<file path="src/rtl/scratch_mem_arbiter.sv">
// rtl/scratch_mem_arbiter.sv - round-robin arbiter with locked bursts and test override for the scratch memory
//
// Ports:
//   clk, reset            rising-edge clock, asynchronous active-low reset
//   req/req_lock/req_we   per-requester request, keep-ownership and write flags
//   req_addr/req_wdata    packed per-requester address and write data
//   gnt                   one-hot combinational grant
//   rvalid/rdata          registered read-valid strobe, read data from memory
//   test_*                test port, overrides all requesters while test_en=1
//   mem_*                 simple dual-port memory interface (1-cycle read latency)
//   locked/lock_timeout   LOCK state flag, one-cycle pulse on forced lock release
module scratch_mem_arbiter #(
  parameter int NREQ     = 4,
  parameter int AW       = 12,
  parameter int DW       = 32,
  parameter int MAX_LOCK = 64
) (
  input  logic               clk,
  input  logic               reset,
  input  logic [NREQ-1:0]    req,
  input  logic [NREQ-1:0]    req_lock,
  input  logic [NREQ-1:0]    req_we,
  input  logic [NREQ*AW-1:0] req_addr,
  input  logic [NREQ*DW-1:0] req_wdata,
  output logic [NREQ-1:0]    gnt,
  output logic [NREQ-1:0]    rvalid,
  output logic [DW-1:0]      rdata,
  input  logic               test_en,
  input  logic               test_we,
  input  logic [AW-1:0]      test_waddr,
  input  logic [AW-1:0]      test_raddr,
  input  logic [DW-1:0]      test_wdata,
  output logic [AW-1:0]      mem_waddr,
  output logic [DW-1:0]      mem_din,
  output logic               mem_we,
  output logic [AW-1:0]      mem_raddr,
  input  logic [DW-1:0]      mem_dout,
  output logic               locked,
  output logic               lock_timeout
);

  localparam int IW = (NREQ > 1) ? $clog2(NREQ) : 1;
  localparam int CW = $clog2(MAX_LOCK + 1);
  // Last LOCK cycle value of the counter: the ARB cycle that took the lock
  // counts as access 1, so MAX_LOCK grants in total before forced release.
  localparam logic [CW-1:0] LAST_CNT = CW'(MAX_LOCK - 1);

  typedef enum logic [1:0] {ST_ARB, ST_LOCK, ST_TEST} state_t;

  state_t          state, state_nx;
  logic [IW-1:0]   rr_ptr, rr_nx;
  logic [IW-1:0]   owner, owner_nx;
  logic [CW-1:0]   lock_cnt, cnt_nx;
  logic            timeout_nx;
  logic            gnt_any;
  logic [IW-1:0]   gnt_idx;

  function automatic logic [IW-1:0] inc_ptr(input logic [IW-1:0] p);
    inc_ptr = (int'(p) == NREQ - 1) ? '0 : p + 1'b1;
  endfunction

  always_comb begin
    int  idx;
    logic found;
    state_nx   = state;
    rr_nx      = rr_ptr;
    owner_nx   = owner;
    cnt_nx     = lock_cnt;
    timeout_nx = 1'b0;
    gnt_any    = 1'b0;
    gnt_idx    = '0;
    idx        = 0;
    found      = 1'b0;

    if (!reset) begin
      // Nothing is granted while reset is held.
      state_nx = ST_ARB;
    end else if (test_en) begin
      state_nx = ST_TEST;
      cnt_nx   = '0;
    end else if (state == ST_LOCK) begin
      cnt_nx = lock_cnt + 1'b1;
      if (req[owner]) begin
        gnt_any = 1'b1;
        gnt_idx = owner;
      end
      if (!req[owner] || !req_lock[owner]) begin
        state_nx = ST_ARB;
        rr_nx    = inc_ptr(owner);
        cnt_nx   = '0;
      end else if (lock_cnt >= LAST_CNT) begin
        state_nx   = ST_ARB;
        rr_nx      = inc_ptr(owner);
        cnt_nx     = '0;
        timeout_nx = 1'b1;
      end
    end else begin
      // ARB, or TEST just released: arbitrate this cycle from the held pointer.
      state_nx = ST_ARB;
      for (int k = 0; k < NREQ; k++) begin
        idx = int'(rr_ptr) + k;
        if (idx >= NREQ) idx = idx - NREQ;
        if (!found && req[idx]) begin
          found   = 1'b1;
          gnt_any = 1'b1;
          gnt_idx = IW'(idx);
        end
      end
      if (gnt_any) begin
        rr_nx = inc_ptr(gnt_idx);
        if (req_lock[gnt_idx]) begin
          state_nx = ST_LOCK;
          owner_nx = gnt_idx;
          cnt_nx   = CW'(1);
        end
      end
    end
  end

  always_comb begin
    gnt = '0;
    gnt[gnt_idx] = gnt_any;
  end

  always_comb begin
    mem_waddr = '0;
    mem_raddr = '0;
    mem_din   = '0;
    mem_we    = 1'b0;
    if (reset && test_en) begin
      mem_waddr = test_waddr;
      mem_raddr = test_raddr;
      mem_din   = test_wdata;
      mem_we    = test_we;
    end else if (gnt_any) begin
      mem_waddr = req_addr[gnt_idx*AW +: AW];
      mem_raddr = req_addr[gnt_idx*AW +: AW];
      mem_din   = req_wdata[gnt_idx*DW +: DW];
      mem_we    = req_we[gnt_idx];
    end
  end

  assign rdata = mem_dout;

  always_ff @(posedge clk or negedge reset) begin
    if (!reset) begin
      state        <= ST_ARB;
      rr_ptr       <= '0;
      owner        <= '0;
      lock_cnt     <= '0;
      rvalid       <= '0;
      locked       <= 1'b0;
      lock_timeout <= 1'b0;
    end else begin
      state        <= state_nx;
      rr_ptr       <= rr_nx;
      owner        <= owner_nx;
      lock_cnt     <= cnt_nx;
      rvalid       <= gnt & ~req_we;
      locked       <= (state_nx == ST_LOCK);
      lock_timeout <= timeout_nx;
    end
  end

endmodule
</file>
<file path="config.mk">
export PLATFORM = sky130hd
export DESIGN_NAME = scratch_mem_arbiter
export DESIGN_NICKNAME = d
export VERILOG_FILES = /design/src/rtl/scratch_mem_arbiter.sv
export SDC_FILE = /design/constraint.sdc
export NUM_CORES = 1
export LEC_CHECK = 0
export ABC_CLOCK_PERIOD_IN_PS = 5700
export CAP_MARGIN = 5
export CELL_PAD_IN_SITES_DETAIL_PLACEMENT = 0
export CELL_PAD_IN_SITES_GLOBAL_PLACEMENT = 1
export CORE_ASPECT_RATIO = 1.25
export CORE_MARGIN = 8
export CORE_UTILIZATION = 19
export DETAILED_ROUTE_END_ITERATION = 10
export GPL_ROUTABILITY_DRIVEN = 0
export HOLD_SLACK_MARGIN = 0.12
export PLACE_DENSITY = 0.9
export SLEW_MARGIN = 5
export SYNTH_ARGS = -nofsm -noshare
export SYNTH_HDL_FRONTEND = slang
export SYNTH_SLANG_ARGS = --single-unit
</file>
<file path="constraint.sdc">
create_clock -name clk -period 5.7 [get_ports clk]
set_input_delay 0.855 -clock clk [delete_from_list [all_inputs] [get_ports clk]]
set_output_delay 0.855 -clock clk [all_outputs]
set_load 0.1 [all_outputs]
</file>
=== Word-level counts from Yosys, hierarchy flattened ===
Cells that the tools add are included.

* Div/mod/pow operators: 0
* $add $sub $neg: 10
* $lt $le $gt $ge: 13
* Reduce and logical (&&, ||, !) cells: 17
* Bitwise gates (word level): 5
* Multiply operators: 1
* Equality and inequality tests: 5
* Muxes and demuxes: 102
* Shift-type cells: 2

{| class="wikitable"
|+ Operator list
! operator !! number
|-
| two-way mux 32 bit || 18
|-
| < comparator 32 x 4 -> 1 bit, second input constant || 4
|-
| indexed part select 128 x 8 -> 32 bit || 1
|-
| indexed part select 48 x 7 -> 12 bit || 1
|-
| two-way mux 1 bit || 44
|-
| two-way mux 2 bit || 22
|-
| two-way mux 7 bit || 6
|-
| two-way mux 12 bit || 3
|-
| binary-select mux 1 bit (select 2 bit) || 8
|-
| subtractor 3 x 3 -> 4 bit, second input constant || 3
|-
| greater-or-equal comparator 3 bit, second input constant || 3
|-
| < comparator 2 x 3 -> 1 bit, second input constant || 3
|-
| AND 4 bit || 2
|-
| equality test 2 x 1 -> 1 bit, second input constant || 4
|-
| adder 7 x 1 -> 7 bit, second input constant || 1
|-
| greater-or-equal comparator 7 x 6 -> 1 bit, second input constant || 1
|-
| adder 2 x 2 -> 3 bit, second input constant || 2
|-
| nonzero test 3 bit || 2
|-
| logical AND 1 bit || 5
|-
| logical NOT 1 bit || 5
|-
| AND reduction 5 bit || 1
|-
| adder 2 x 1 -> 2 bit, second input constant || 2
|-
| multiplier 2 x 2 -> 4 bit, second input constant || 1
|-
| NOT 4 bit || 1
|-
| 11 further kinds || 12
|}

* Logic and storage cells: 162
* Register bits: 19
* Memory bits (writable): 0
* Memory bits (read-only): 0
* Memories kept: 0
* Bits in latches: 0

=== Depth between registers and ports, before layout ===
Gate-level depths: netlist of run 1.

* Depth in word-level cells: 39
* Depth in mapped cells: 9

=== Least setup slack after synthesis of run 1 ===
Ideal clock, no wire load.

* Path type: input port to output port
* Start: input req[3]
* End: output gnt[3]
* Setup slack: 1.550 ns
* Buffers on the path: 2
* Cell stages on the path: 7
* Data arrival time: 3.295 ns
* Data required time: 4.845 ns
* Cells stage by stage: buf_2 -> mux2i_1 -> and2_1 -> o41ai_4 -> buf_6 -> nand2_1 -> nor2_1

* Word-level cells in the longest chain between the ends: 33

{| class="wikitable"
|+ RTL lines
! item !! RTL line !! RTL
|-
| from (decl) || 20 || <nowiki>input logic [NREQ-1:0] req,</nowiki>
|-
| binary-select mux 1 bit (select 2 bit) || 103 || <nowiki>if (!found && req[idx]) begin</nowiki>
|-
| two-way mux 1 bit (implied by the code) (2 in series) || 103 ||
|-
| two-way mux 1 bit || 103 ||
|-
| two-way mux 1 bit || 81 || <nowiki>end else if (state == ST_LOCK) begin</nowiki>
|-
| two-way mux 1 bit || 78 || <nowiki>end else if (test_en) begin</nowiki>
|-
| two-way mux 1 bit || 75 || <nowiki>if (!reset) begin</nowiki>
|-
| logical NOT 1 bit || 103 ||
|-
| logical AND 1 bit || 103 ||
|-
| [16 not listed] || n/a ||
|-
| two-way mux 2 bit || 81 ||
|-
| two-way mux 2 bit || 78 ||
|-
| two-way mux 2 bit || 75 ||
|-
| < comparator 2 x 3 -> 1 bit (implied by the code) or greater-or-equal comparator 2 x 1 -> 1 bit (tied branches) || 122 || <nowiki>gnt[gnt_idx] = gnt_any;</nowiki>
|-
| logical AND 1 bit (implied by the code) || 122 ||
|-
| two-way mux 1 bit (implied by the code) || 122 ||
|-
| demux 1 bit (select 2 bit) || 122 ||
|-
| AND 4 bit (no line) (*) || n/a ||
|-
| to (decl) || 25 || <nowiki>output logic [NREQ-1:0] gnt,</nowiki>
|}

Mark *: on every way between the ends. The rest lies on a longest branch, timed or not. The select of a mux whose other input is x is not followed.

=== Final worst setup path of run 1 ===
* Start: input req[2]
* End: output mem_raddr[10]

* Word-level cells in the longest chain between the ends: 32

{| class="wikitable"
|+ RTL lines
! item !! RTL line !! RTL
|-
| binary-select mux 1 bit (select 2 bit) || 103 ||
|-
| two-way mux 1 bit (implied by the code) (2 in series) || 103 ||
|-
| two-way mux 1 bit || 103 ||
|-
| two-way mux 1 bit || 81 ||
|-
| two-way mux 1 bit || 78 ||
|-
| two-way mux 1 bit || 75 ||
|-
| logical NOT 1 bit || 103 ||
|-
| logical AND 1 bit || 103 ||
|-
| [15 not listed] || n/a ||
|-
| two-way mux 2 bit || 75 ||
|-
| two-way mux 2 bit || 81 ||
|-
| two-way mux 2 bit || 78 ||
|-
| two-way mux 2 bit || 75 ||
|-
| multiplier 2 x 2 -> 4 bit || 137 || <nowiki>mem_raddr = req_addr[gnt_idx*AW +: AW];</nowiki>
|-
| indexed part select 48 x 7 -> 12 bit || 137 ||
|-
| two-way mux 12 bit (*) || 135 || <nowiki>end else if (gnt_any) begin</nowiki>
|-
| two-way mux 12 bit (*) || 130 || <nowiki>if (reset && test_en) begin</nowiki>
|-
| to (decl) || 36 || <nowiki>output logic [AW-1:0] mem_raddr,</nowiki>
|}

Marked as above.

==> results.ini, run 1 <==
[run_status]
status=completed

[synth]
synth_ff_type=dfrtp_1
ys_ff_latch=19
postSynthCellCount=398
yosys.area.top_type_share_pct=29.1
synth_nets=680
synth_seq_area_share_pct=14.2
synth-warning-count=0
synth-edff-count=0
synthTopCellsByArea=mux2i_1 29%, dfrtp_1 14%, a21o_1 7.6%, buf_4 7.6%, a211o_1 6.6%
yosys.area.top_type=mux2i_1
ys_types=47
postSynth.asyncResetShare_pct=100
netlist_area_um2=3340
synth_area_per_cell_um2=8.39

[clocking]
cts_made_buffers=3
clk_latency_ns=0.25
cts_tree=yes
clockBufferDepth=2
hold_buffers=0
cts_resized=0
clock-sinks=19
h-tree-depth=1
clk_pin_slew_ns=0.05
cts_root_buffer=clkbuf_16
cts_setup_buffers=0

[sta]
finalHoldViolCount=0
fin_crit_ns=4.47
fin_skew_ns=0.00468
fin_tns_setup_ns=0
layout_setup_ws_ns=1.23
finalCritPeriodShare_pct=78.3
whs_ns=0.493
worst_pin_slew_ns=1.02
setup_viol=0
fmax_mhz=224
rsz0062_at_grt=false
drv_slew=0
slew-limit-headroom_pct=31.9

[routing]
ant_nets=0
wl_met1_um=7170
first_pass_iters=4
routed_wirelength_um=18500
routed.top_layer=met5
wl_met2_um=9190
wl_met3_um=1640
drtIter0Drc=154
dr_total_vias=4195
drcViolationCount=0
wl_per_cell_um=20.8
viasPerCell=4.73

[setup_path]
required_ns=4.85
path_cells=clkdlybuf4s50_1 -> nor2b_1 -> and2_1 -> o41ai_4 -> buf_4 -> mux2i_1 -> nor2_1 -> a211o_1 -> buf_4
r2r-end=owner[0]
end_kind=primary output
cp-endpoint=mem_raddr[10]
rr_worst_depth=6
crit_top_cell=buf_4
cpMaxStageDelayCell=o41ai_4
critPathMaxFanout=7
critPathLaunch=req[2]
cp_num_buf_inv=3
rrSetupSlack_ns=3.41
arrival_ns=3.61
startpoint_type=primary input
crit_type=primary input to primary output
reg2reg_from=rr_ptr[1]
critPathMaxStageDelay_ns=0.71
crit_family=buffers and inverters
cp_num_cells=9

[die]
die_x_um=135
die_area_um2=22100
die_y_um=164
rows=54
core_um2=17400
io_pins=379
start_util_pct=19.2

[placement]
place_hpwl_um=15700
port_buffers=314
dp_slack_ns=1.18
dp_cells=881

[power_and_ir_drop]
p_leak_uw=0.00295
intPower_uw=817
p_per_area_nw_per_um2=261
total_power_uw=1780
power_switching_uw=965
switching_share_pct=54.1
p_seq_share_pct=10.6
peakVddDrop_v=0.000132
clkPwrFrac_pct=8.1
combPwrFrac_pct=81.3

[global_route]
antenna_found_initial=4
grt_pass1_wl_um=26700
overflow=0
grt_max_degree=71
grt_pass1_vias=4443
grtUsageTotal_pct=15.5

[run]
cap_viol_max_count=0

[final_layout]
nNetsFinal=944
areaGrowthSynthToFinish_pct=105
layout-drive-gt1-share_pct=13.6
finalNonFillerCells=886

[hold_path]
hold_start=lock_cnt[6]
holdCritPathClass=flop to flop

==> layout by cell type, fill, tap and decap left out, types with 2 or more instances in the layout <==
| cell | instances |
|---|---|
| a22o_1 | 3 |
| inv_1 | 2 |
| nand3_1 | 8 |
| o21ai_0 | 4 |
| clkdlybuf4s50_1 | 253 |
| nand4_1 | 2 |
| dfrtp_1 | 19 |
| a21o_1 | 34 |
| o22ai_1 | 33 |
| nand2b_1 | 4 |
| nor2_1 | 33 |
| a21oi_1 | 4 |
| mux2_2 | 2 |
| buf_12 | 39 |
| nor3_1 | 11 |
| ha_1 | 2 |
| clkbuf_16 | 3 |
| nor2b_1 | 5 |
| nand2_1 | 13 |
| or3_1 | 2 |
| a211o_1 | 25 |
| buf_4 | 32 |
| a211oi_1 | 2 |
| mux2i_1 | 97 |
| o31ai_4 | 2 |
| nor3b_1 | 3 |
| and2_1 | 4 |
==> state kept, by name, summed over array words and instances (netlist names) <==
| name | cells |
|---|---|
| rr_ptr | 2 |
| rvalid | 4 |
| state | 2 |
| lock_timeout | 1 |
| locked | 1 |
| owner | 2 |
| lock_cnt | 7 |
==> synthesized netlist by cell type (2+ instances only) <==
cell type	number
a211o_1	25
a211oi_1	2
a21o_1	34
a21oi_1	4
a22o_1	3
and2_1	4
buf_2	12
buf_4	34
buf_6	8
clkbuf_1	10
dfrtp_1	19
ha_1	2
inv_1	2
mux2_2	2
mux2i_1	97
nand2_1	14
nand2b_1	4
nand3_1	8
nand4_1	2
nor2_1	33
nor2b_1	5
nor3_1	11
nor3b_1	3
o21ai_0	4
o22ai_1	33
or3_1	2
==> layer usage <==
| layer | track usage, % | up-vias |
|---|---|---|
| li1 | - | 1997 |
| met1 | 18.0 | 1952 |
| met2 | 26.7 | 198 |
| met3 | 5.23 | 40 |
| met4 | 4.09 | 8 |
| met5 | 0 | - |
==> logic make-up (layout without fill, tap and decap cells) <==
| family | count (synthesis) | after routing | synth area share (%) |
|---|---|---|---|
| compound gates | 117 | 117 | 27.1 |
| mux | 101 | 101 | 30.8 |
| simple gates | 91 | 91 | 13.3 |
| buf+inv | 67 | 330 | 13.6 |
| flops | 19 | 19 | 14.2 |
| fa+ha+maj | 2 | 2 | 0.749 |
| xor+xnor | 1 | 1 | 0.262 |
| other cells | 0 | 1 | 0 |
==> power by group through the flow <==
| stage | clock network, uW | logic [uW] | registers (uW) |
|---|---|---|---|
| 2_1_floorplan | 0 | 1040 | 196 |
| 3_3_place_gp | 0 | 1450 | 191 |
| 3_5_place_dp | 0 | 1450 | 191 |
| 4_1_cts | 147 | 1460 | 188 |
| 5_1_grt | 153 | 1510 | 193 |
| 6_report | 145 | 1450 | 188 |
==> stage by stage <==
stage,utilization (%),instance area [um^2]
CTS,39.3,6830
floorplan,-,3340
detailed placement,38.9,6750
finish,39.4,6830
global placement,38.9,6750
global route,39.3,6830
==> area by class of cell <==
type,instances,area (um^2)
inverters,2,7.51
diodes,1,2.50
clock inverters,1,5.00
flip-flops and latches,19,475
well taps,224,280
fillers,1752,10500
repair buffers,324,3550
clock buffers,3,75.1
multi-input cells,312,2430
==> worst min-delay path by stage <==
stage                   to  cells past startpoint
2_1_floorplan  lock_cnt[6]                      1
4_1_cts        lock_cnt[6]                      1
3_5_place_dp   lock_cnt[6]                      1
3_3_place_gp   lock_cnt[6]                      1
5_1_grt        lock_cnt[6]                      1
6_report       lock_cnt[6]                      1
Note: power is estimated with default switching activity, not from simulation.
==> run 2: changes to the inputs <==
--- a/config.mk
+++ b/config.mk
@@ -5,17 +5,17 @@
 export SDC_FILE = /design/constraint.sdc
 export NUM_CORES = 1
 export LEC_CHECK = 0
-export ABC_CLOCK_PERIOD_IN_PS = 5700
+export ABC_CLOCK_PERIOD_IN_PS = 4200
 export CAP_MARGIN = 5
 export CELL_PAD_IN_SITES_DETAIL_PLACEMENT = 0
 export CELL_PAD_IN_SITES_GLOBAL_PLACEMENT = 1
 export CORE_ASPECT_RATIO = 1.25
 export CORE_MARGIN = 8
-export CORE_UTILIZATION = 19
+export CORE_UTILIZATION = 18
 export DETAILED_ROUTE_END_ITERATION = 10
 export GPL_ROUTABILITY_DRIVEN = 0
 export HOLD_SLACK_MARGIN = 0.12
-export PLACE_DENSITY = 0.9
+export PLACE_DENSITY = 0.86
 export SLEW_MARGIN = 5
 export SYNTH_ARGS = -nofsm -noshare
 export SYNTH_HDL_FRONTEND = slang
==> constraint.sdc (replaced) <==
create_clock -name clk -period 4.2 [get_ports clk]
set_input_delay 0.63 -clock clk [delete_from_list [all_inputs] [get_ports clk]]
set_output_delay 0.63 -clock clk [all_outputs]
set_load 0.1 [all_outputs]
==> run 2 against run 1 <==
Effect of this change: clock skew is essentially flat; count of clock-buffer cells in the layout is the same; wire length grew 6.1%; worst hold slack lost 0.0093 ns; clock power grew 34%; largest power group unchanged.
==> results.ini, run 2 (synthesis results as in run 1) <==
[setup_path]
cpMaxStageDelayCell=clkdlybuf4s50_1  ; was o41ai_4
startpoint_type=primary input  ; unchanged
reg2reg_from=rr_ptr[1]  ; unchanged
critPathLaunch=req[3]  ; was req[2]
path_cells=clkdlybuf4s50_1 -> mux2i_1 -> and2_1 -> o41ai_4 -> buf_4 -> buf_4 -> mux2i_1 -> nor2_1 -> a211o_1 -> buf_12  ; was clkdlybuf4s50_1 -> nor2b_1 -> and2_1 -> o41ai_4 -> buf_4 -> mux2i_1 -> nor2_1 -> a211o_1 -> buf_4
end_kind=primary output  ; unchanged
required_ns=3.57  ; was 4.85 ns
arrival_ns=3.25  ; was 3.61 ns
crit_type=primary input to primary output  ; unchanged
critPathMaxStageDelay_ns=0.66  ; was 0.71 ns
critPathMaxFanout=9  ; was 7

[global_route]
grt_max_degree=43  ; was 71
grtUsageTotal_pct=15.9  ; was 15.5%
overflow=0  ; unchanged
grt_pass1_wl_um=27900  ; was 26700 um
grt_pass1_vias=4360  ; was 4443
antenna_found_initial=2  ; was 4

[hold_path]
hold_start=lock_cnt[6]  ; unchanged
holdCritPathClass=flop to flop  ; unchanged

[clocking]
cts_setup_buffers=0  ; unchanged
cts_tree=yes  ; unchanged
cts_root_buffer=clkbuf_16  ; unchanged
hold_buffers=0  ; unchanged
h-tree-depth=1  ; unchanged
cts_resized=0  ; unchanged
cts_made_buffers=3  ; unchanged
clk_pin_slew_ns=0.05  ; about the same
clock-sinks=19  ; unchanged
clk_latency_ns=0.25  ; about the same
clockBufferDepth=2  ; unchanged

[placement]
port_buffers=314  ; unchanged
dp_slack_ns=0.327  ; was 1.18 ns
placed_cell_area_um2=7100  ; was 6750 um^2
place_hpwl_um=16900  ; was 15700 um

[die]
start_util_pct=18.4  ; was 19.2%
core_um2=18200  ; was 17400 um^2
io_pins=379  ; unchanged
die_x_um=138  ; was 135 um
die_area_um2=23200  ; was 22100 um^2
die_y_um=168  ; was 164 um
rows=55  ; was 54

[power_and_ir_drop]
p_leak_uw=0.00305  ; was 0.00295 uW
peakVddDrop_v=0.000171  ; was 0.000132 V
p_per_area_nw_per_um2=356  ; was 261 nW/um^2

[final_layout]
top_register=lock_cnt  ; unchanged
layout_common_cells=253 x clkdlybuf4s50_1, 97 x mux2i_1, 65 x buf_12, 34 x a21o_1  ; was 253 x clkdlybuf4s50_1, 97 x mux2i_1, 39 x buf_12, 34 x a21o_1
multi_input_area_um2=2430  ; unchanged
final_util_pct=39.5  ; was 39.4%
final_common_cell=clkdlybuf4s50_1  ; unchanged
layout-drive-gt1-share_pct=13.9  ; was 13.6%
seq_area_um2=475  ; unchanged
nNetsFinal=946  ; was 944
final_area_um2=7180  ; was 6830 um^2
largest_reg_flops=7  ; unchanged
fill_cells=1827  ; was 1752
areaGrowthSynthToFinish_pct=115  ; was 105%
largest_registers=lock_cnt: 7 flops, rvalid: 4 flops  ; unchanged

[sta]
fin_crit_ns=3.88
layout_setup_ws_ns=0.324  ; was 1.23 ns
finalCritPeriodShare_pct=92.3
slew-limit-headroom_pct=33.9  ; was 31.9%
fmax_mhz=258
whs_ns=0.484  ; was 0.493 ns
worst_pin_slew_ns=0.989  ; was 1.02 ns
fin_skew_ns=0.00472  ; was 0.00468 ns
fin_tns_setup_ns=0  ; unchanged
rsz0062_at_grt=false  ; unchanged
drv_slew=0  ; unchanged
finalHoldViolCount=0  ; unchanged
setup_viol=0  ; unchanged

[routing]
viasPerCell=4.63  ; was 4.73
dr_total_vias=4129  ; was 4195
routed_wirelength_um=19600  ; was 18500 um
drtIter0Drc=176  ; was 154
wl_per_cell_um=22.0  ; was 20.8 um
first_pass_iters=4  ; unchanged
drcViolationCount=0  ; unchanged
ant_nets=0  ; unchanged

[run]
cap_viol_max_count=0  ; unchanged

[run_status]
status=completed  ; unchanged

run 2: layer usage:
layer  share of wire (%)  up-vias  global-route usage [%]
met1                  40     1899                    19.4
li1                    -     2001                       -
met2                  49      187                    27.2
met3                 8.4       38                    3.87
met4                 2.4        4                    4.12
met5                0.12        -                       0
run 2: stage by stage:
step / total power (uW) / cells
2_1_floorplan: 1670 / 398
3_3_place_gp: 2370 / 887
3_5_place_dp: 2370 / 887
4_1_cts: 2580 / 891
5_1_grt: 2660 / 891
6_report: 2550 / 892
run 2: final timing paths:
kind,slack [ns],to,depth (start not counted)
max,0.32,mem_waddr[8],10
min,0.48,lock_cnt[6],1
max reg2reg,1.87,owner[0],6
min reg2reg,0.48,lock_cnt[6],1
max in group asynchronous,3.12,lock_cnt[2],2
min in group asynchronous,0.79,state[0],2
run 2: critical path, delay by kind of cell:
family          cells  cell delay (ns)
compound gates      2             0.56
buf+inv             4             1.30
mux                 2             0.41
simple gates        2             0.34
run 2: power by group:
| group | switching, uW | internal (uW) |
|---|---|---|
| registers | 47.9 | 211 |
| clock network | 66.1 | 127 |
| logic | 1230 | 874 |
run 2: area by class of cell:
cell class	instances	share of cell area, %
clock inverter	1	0.0697
sequential	19	6.62
multi-input combinational	312	33.9
tap	228	3.97
inverter	2	0.105
antenna	1	0.0349
timing repair buffer	326	54.2
clock buffer	3	1.05
==> patch 1 (config.mk and constraints of run 2) <==
The parameter `AW` goes from 12 to 10.
--- a/src/rtl/scratch_mem_arbiter.sv
+++ b/src/rtl/scratch_mem_arbiter.sv
@@ -11,7 +11,7 @@
 //   locked/lock_timeout   LOCK state flag, one-cycle pulse on forced lock release
 module scratch_mem_arbiter #(
   parameter int NREQ     = 4,
-  parameter int AW       = 12,
+  parameter int AW       = 10,
   parameter int DW       = 32,
   parameter int MAX_LOCK = 64
 ) (
Interface: changed (5 resized); port bits go from 379 to 363. The function was not compared with the original's and may differ.
==> patch 1 against run 2 <==
  * Power down 1.5%
  * Critical path depth unchanged
  * Sequential cell count unchanged
  * Area after synthesis down 2.7%
  * First-iteration DRC count down 15%
  * Worst setup slack worse by 0.041 ns
  * Core utilization down 1.0 points
  * Design area down 4.1%
  * Wire length down 6.5%
  * Hold slack better by 0.022 ns
  * Critical path type unchanged
  * Largest cell class unchanged
  * Highest routed layer unchanged
==> patch 1: results (changes against run 2) <==
Placement
  – Placed cells: 891 (+0.45%)
  – Port buffer count: 298 (-5.1%)
  – Pre-CTS worst setup slack: 0.249 ns (-0.0774 ns)
  – Dpl hpwl: 15,600 um (-7.8%)

Logic synthesis
  – Syn Inst Count: 411 (+3.3%)
  – Net count after synthesis: 681 (+0.15%)
  – Mux contribution to synthesized area: 24.0% (-6.8 points)
  – Commonest cells post-synth: mux2i_1 (70), nand2_1 (65), a2bb2oi_1 (33)
  – Synth Area in XOR/XNOR: 0.270% (+0.0073 points)
  – Compound-cell area share of the yosys netlist: 27.6% (+0.52 points)
  – Register area share after synthesis: 14.6% (+0.39 points)
  – Post-Synth Adder-Cell Area: 0.770% (+0.021 points)
  – Ranking of synthesized cells by area: mux2i_1 (22%), dfrtp_1 (15%), a2bb2oi_1 (8.9%)

Drt
  – WL final: 18,300 um (-6.5%)
  – Initial drt markers: 149 (-15%)

Outcome
  – Outcome: complete, no violations

Worst setup path
  – Reg2reg setup slack: 2.04 ns (+0.17 ns)
  – Crit path DAT: 3.29 ns (+0.04 ns)
  – Crit path max fanout: 24 (+15)

GRT
  – Antenna violations before repair: 3 (+1)
  – First-pass GRT wire length: 27,300 um (-2.4%)
  – Tot GR Track Use: 15.4% (-0.54 points)
  – Number of global-route vias before repair: 4,377 (+0.39%)
  – Largest net degree at the start of global routing: 34 (-21%)

Final layout
  – Final nets: 938 (-0.85%)
  – Antenna diodes: 0 (-1)
  – Layout cell share with drive strength beyond 1: 13.9% (+0.067 points)

STA
  – Period minus WS final: 3.92 ns (+0.0414 ns)
  – Setup Skew: 0.00417 ns (-0.000551 ns)
  – Hold_ws: 0.506 ns (+0.0220 ns)
  – Max-slew headroom: 27.5% (-6.3 points)

Power
  – Leak: 2.67 nW (-12%)
  – Peak supply drop: 0.185 mV (+8.3%)
-- patch 1: worst max-delay path, cell delays in order --
cell,delay [ns]
clkdlybuf4s50_1,0.58
a21bo_1,0.23
a221o_2,0.46
o22ai_4,0.19
buf_12,0.22
buf_4,0.22
mux2i_1,0.20
a2bb2oi_1,0.16
o21ai_1,0.16
buf_12,0.21
-- patch 1: layout make-up --
| class | count | area (um2) |
|---|---|---|
| Multi-Input combinational cell | 328 | 2310 |
| Timing Repair Buffer | 314 | 3720 |
| Clock buffer | 3 | 75.1 |
| Sequential cell | 19 | 475 |
| Clock inverter | 1 | 7.51 |
| Tap cell | 228 | 285 |
| Inverter | 2 | 7.51 |
| Fill cell | 1828 | 11000 |
-- patch 1: routing by layer --
metal	GRT usage [%]	wire length, um
met5	0	42
met4	4.93	523
met3	5.18	1850
met2	25.8	8690
met1	17.9	7210
-- patch 1: worst paths after layout --
kind | startpoint | endpoint | depth (start not counted)
max | req[1] | mem_din[28] | 10
min | lock_cnt[6] | lock_cnt[6] | 1
max reg2reg | rr_ptr[1] | owner[1] | 6
min reg2reg | lock_cnt[6] | lock_cnt[6] | 1
max in group asynchronous | reset | rvalid[2] | 2
min in group asynchronous | reset | lock_timeout | 2
-- patch 1: cell families (layout without fill, tap and decap cells) --
family                     count (synthesis)  count (layout)
adders and majority gates                  2               2
DFF                                       19              19
and+or+nand+nor                          127             127
AOI/OAI and AO/OA                        122             122
buffers and inverters                     64             320
xor gates and xnor gates                   1               1
muxes                                     76              76
-- patch 1: metrics by stage --
step                util (%)  cell area [um2]
floorplan                  -             3250
global placement        38.0             6800
detailed placement      38.0             6800
CTS                     38.5             6890
global route            38.5             6890
finish                  38.5             6890
-- patch 1: report_power, final --
part	internal, W	leakage, nW	total (W)	switching (W)
clock	0.000129	0.0371	0.000204	0.0000750
sequential	0.000211	0.254	0.000252	0.0000414
combinational	0.000840	2.38	0.00206	0.00122
total	0.00118	2.67	0.00252	0.00134
==> patch 2 (flow settings as in run 2) <==
Made on the original files. Reset style: synchronous (`reset`), changed in one clocked block. Comments in the files are not updated.
--- a/src/rtl/scratch_mem_arbiter.sv
+++ b/src/rtl/scratch_mem_arbiter.sv
@@ -142,7 +142,7 @@
 
   assign rdata = mem_dout;
 
-  always_ff @(posedge clk or negedge reset) begin
+  always_ff @(posedge clk) begin
     if (!reset) begin
       state        <= ST_ARB;
       rr_ptr       <= '0;
Formal check against the unedited RTL: not equivalent (a bounded check fails within 4 cycles, from zero or initial values and one cycle with reset low; the reset may be asserted at any time).
==> patch 2 against run 2 <==
  * Area after synthesis is 14% higher
  * Global-route usage rose by 0.79 points
  * Worst setup slack better by 0.083 ns
  * First-iteration DRC count increased to 2.8 times the old value
  * Count of clock-buffer cells in the layout unchanged
  * Wire length up 21%
  * Power is 25% lower
  * Sequential cell count did not move
  * Design area up 7.8%
  * Critical path type unchanged
  * Highest routed layer is now met4
==> patch 2: results (changes against run 2) <==
Outcome
  – Outcome: complete, no violations

Logic synthesis
  – Net count after synthesis: 818 (+20%)
  – Ys async rst share: 0% (-100 points)
  – Ranking of synthesized cells by area: dfxtp_1 (10%), a221oi_1 (7.1%), buf_4 (6.7%)
  – Yosys warns: 0 (unchanged)
  – Library cells used by synthesis: 58 (+23%)
  – Main flop type after synthesis: dfxtp_1
  – Register area share after synthesis: 10.0% (-4.2 points)
  – Commonest cells post-synth: nand2_1 (58), clkbuf_1 (38), buf_4 (34)
  – Syn Inst Count: 535 (+34%)

Drt
  – Via Count: 5,568 (+35%)
  – WL/cell: 22.2 um (+0.93%)
  – Vias per cell: 5.19 (+12%)
  – Pre-antenna DRT Iters: 5 (+1)
  – Initial drt markers: 500 (+180%)

Power
  – Leak: 2.91 nW (-4.6%)
  – Peak supply drop: 0.147 mV (-14%)
  – Sw Ratio: 50.3% (-2.2 points)

Clock tree
  – Post-CTS Resized: 0 (unchanged)
  – Clock-pin slew on the worst setup and hold paths: approximately 0.06 ns
  – Clock latency at the later pin of the worst-skew pair: 0.25 ns (about the same)
  – Post-CTS Setup Bufs: 0 (unchanged)
  – Longest Clk Path Bufs: 2 (unchanged)
  – Total CTS buffers: 3 (unchanged)
  – CTS Root Cell: clkbuf_16
  – H-tree depth: 1 (unchanged)

Worst setup path
  – Crit path max fanout: 17 (+8)
  – Crit path DAT: 3.16 ns (-0.09 ns)

Final layout
  – Fillcell total: 2,147 (+18%)
  – Layout cell share with drive strength beyond 1: 13.7% (-0.17 points)
  – Final nets: 1,079 (+14%)
  – Top Registers: lock_cnt (7), rvalid (4)

Placement
  – Placed cells: 1,065 (+20%)
  – Cell Area, Placed: 7650 um2 (+7.8%)
  – Pre-CTS worst setup slack: 0.412 ns (+0.0856 ns)
  – Port buffer count: 314 (unchanged)
  – Dpl hpwl: 19,500 um (+15%)

STA
  – Worst slew pin tran: 0.997 ns (+0.00846 ns)
  – Final setup violation count: 0 (unchanged)
  – Setup Skew: 0.00412 ns (-0.000604 ns)

GRT
  – Antenna violations before repair: 4 (+2)
  – Met3 GRT Util: 3.58% (-0.29 points)
  – Largest net degree at the start of global routing: 33 (-23%)
  – Tot GR Track Use: 16.7% (+0.79 points)
  – Routing usage on met2: 30.1% (+3.0 points)
  – First-pass GRT wire length: 34,300 um (+23%)
  – Number of global-route vias before repair: 5,770 (+32%)
  – Met1 usage: 19.5% (+0.076 points)

Worst hold path
  – Worst Hold Class: flip-flop to flip-flop
patch 2: cell families (layout without fill, tap and decap cells):
logic type | Yosys count | after routing | share of synthesized area [%]
other | 0 | 3 | 0
muxes | 36 | 36 | 10.4
buffers and inverters | 93 | 353 | 13.6
AOI/OAI and AO/OA | 219 | 219 | 43.2
adders and majority gates | 3 | 3 | 0.987
and+or+nand+nor | 165 | 165 | 21.8
DFF | 19 | 19 | 10.0
patch 2: routing by layer:
metal  wire [um]  up-vias
met1        9240     2654
met2       12200      263
met3        1640       50
met5           0        -
met4         647        0
li1            -     2601
patch 2: power by group through the flow:
stage	combinational, W	sequential (W)	clock (W)
after floorplan	0.000979	0.000207	0
after detailed placement	0.00150	0.000208	0
final	0.00150	0.000204	0.000203
after CTS	0.00151	0.000204	0.000205
after global routing	0.00156	0.000205	0.000214
after global placement	0.00149	0.000207	0
patch 2: final timing paths:
check,slack (ns),start,depth (start not counted),to
worst max-delay path,0.41,req[2],9,mem_din[0]
worst min-delay path,0.43,lock_cnt[6],2,lock_cnt[6]
worst max register to register,1.84,rr_ptr[1],7,state[0]
worst min register to register,0.43,lock_cnt[6],2,lock_cnt[6]
patch 2: cell type report:
type                       count  area [um2]  area share, %
timing repair buffer         342        3980           51.4
multi-input combinational    423        2920           37.8
sequential                    19         380           4.92
tap                          274         343           4.43
clock buffer                   3        75.1          0.970
inverter                       7        26.3          0.340
clock inverter                 1        7.51         0.0970
antenna                        3        7.51         0.0970
patch 2: critical path, stage by stage:
cell	delay, ns
clkdlybuf4s50_1	0.66
nor2b_1	0.18
a311o_1	0.21
a21oi_1	0.09
a221o_1	0.42
and2_1	0.21
buf_4	0.20
a221o_1	0.36
buf_12	0.18
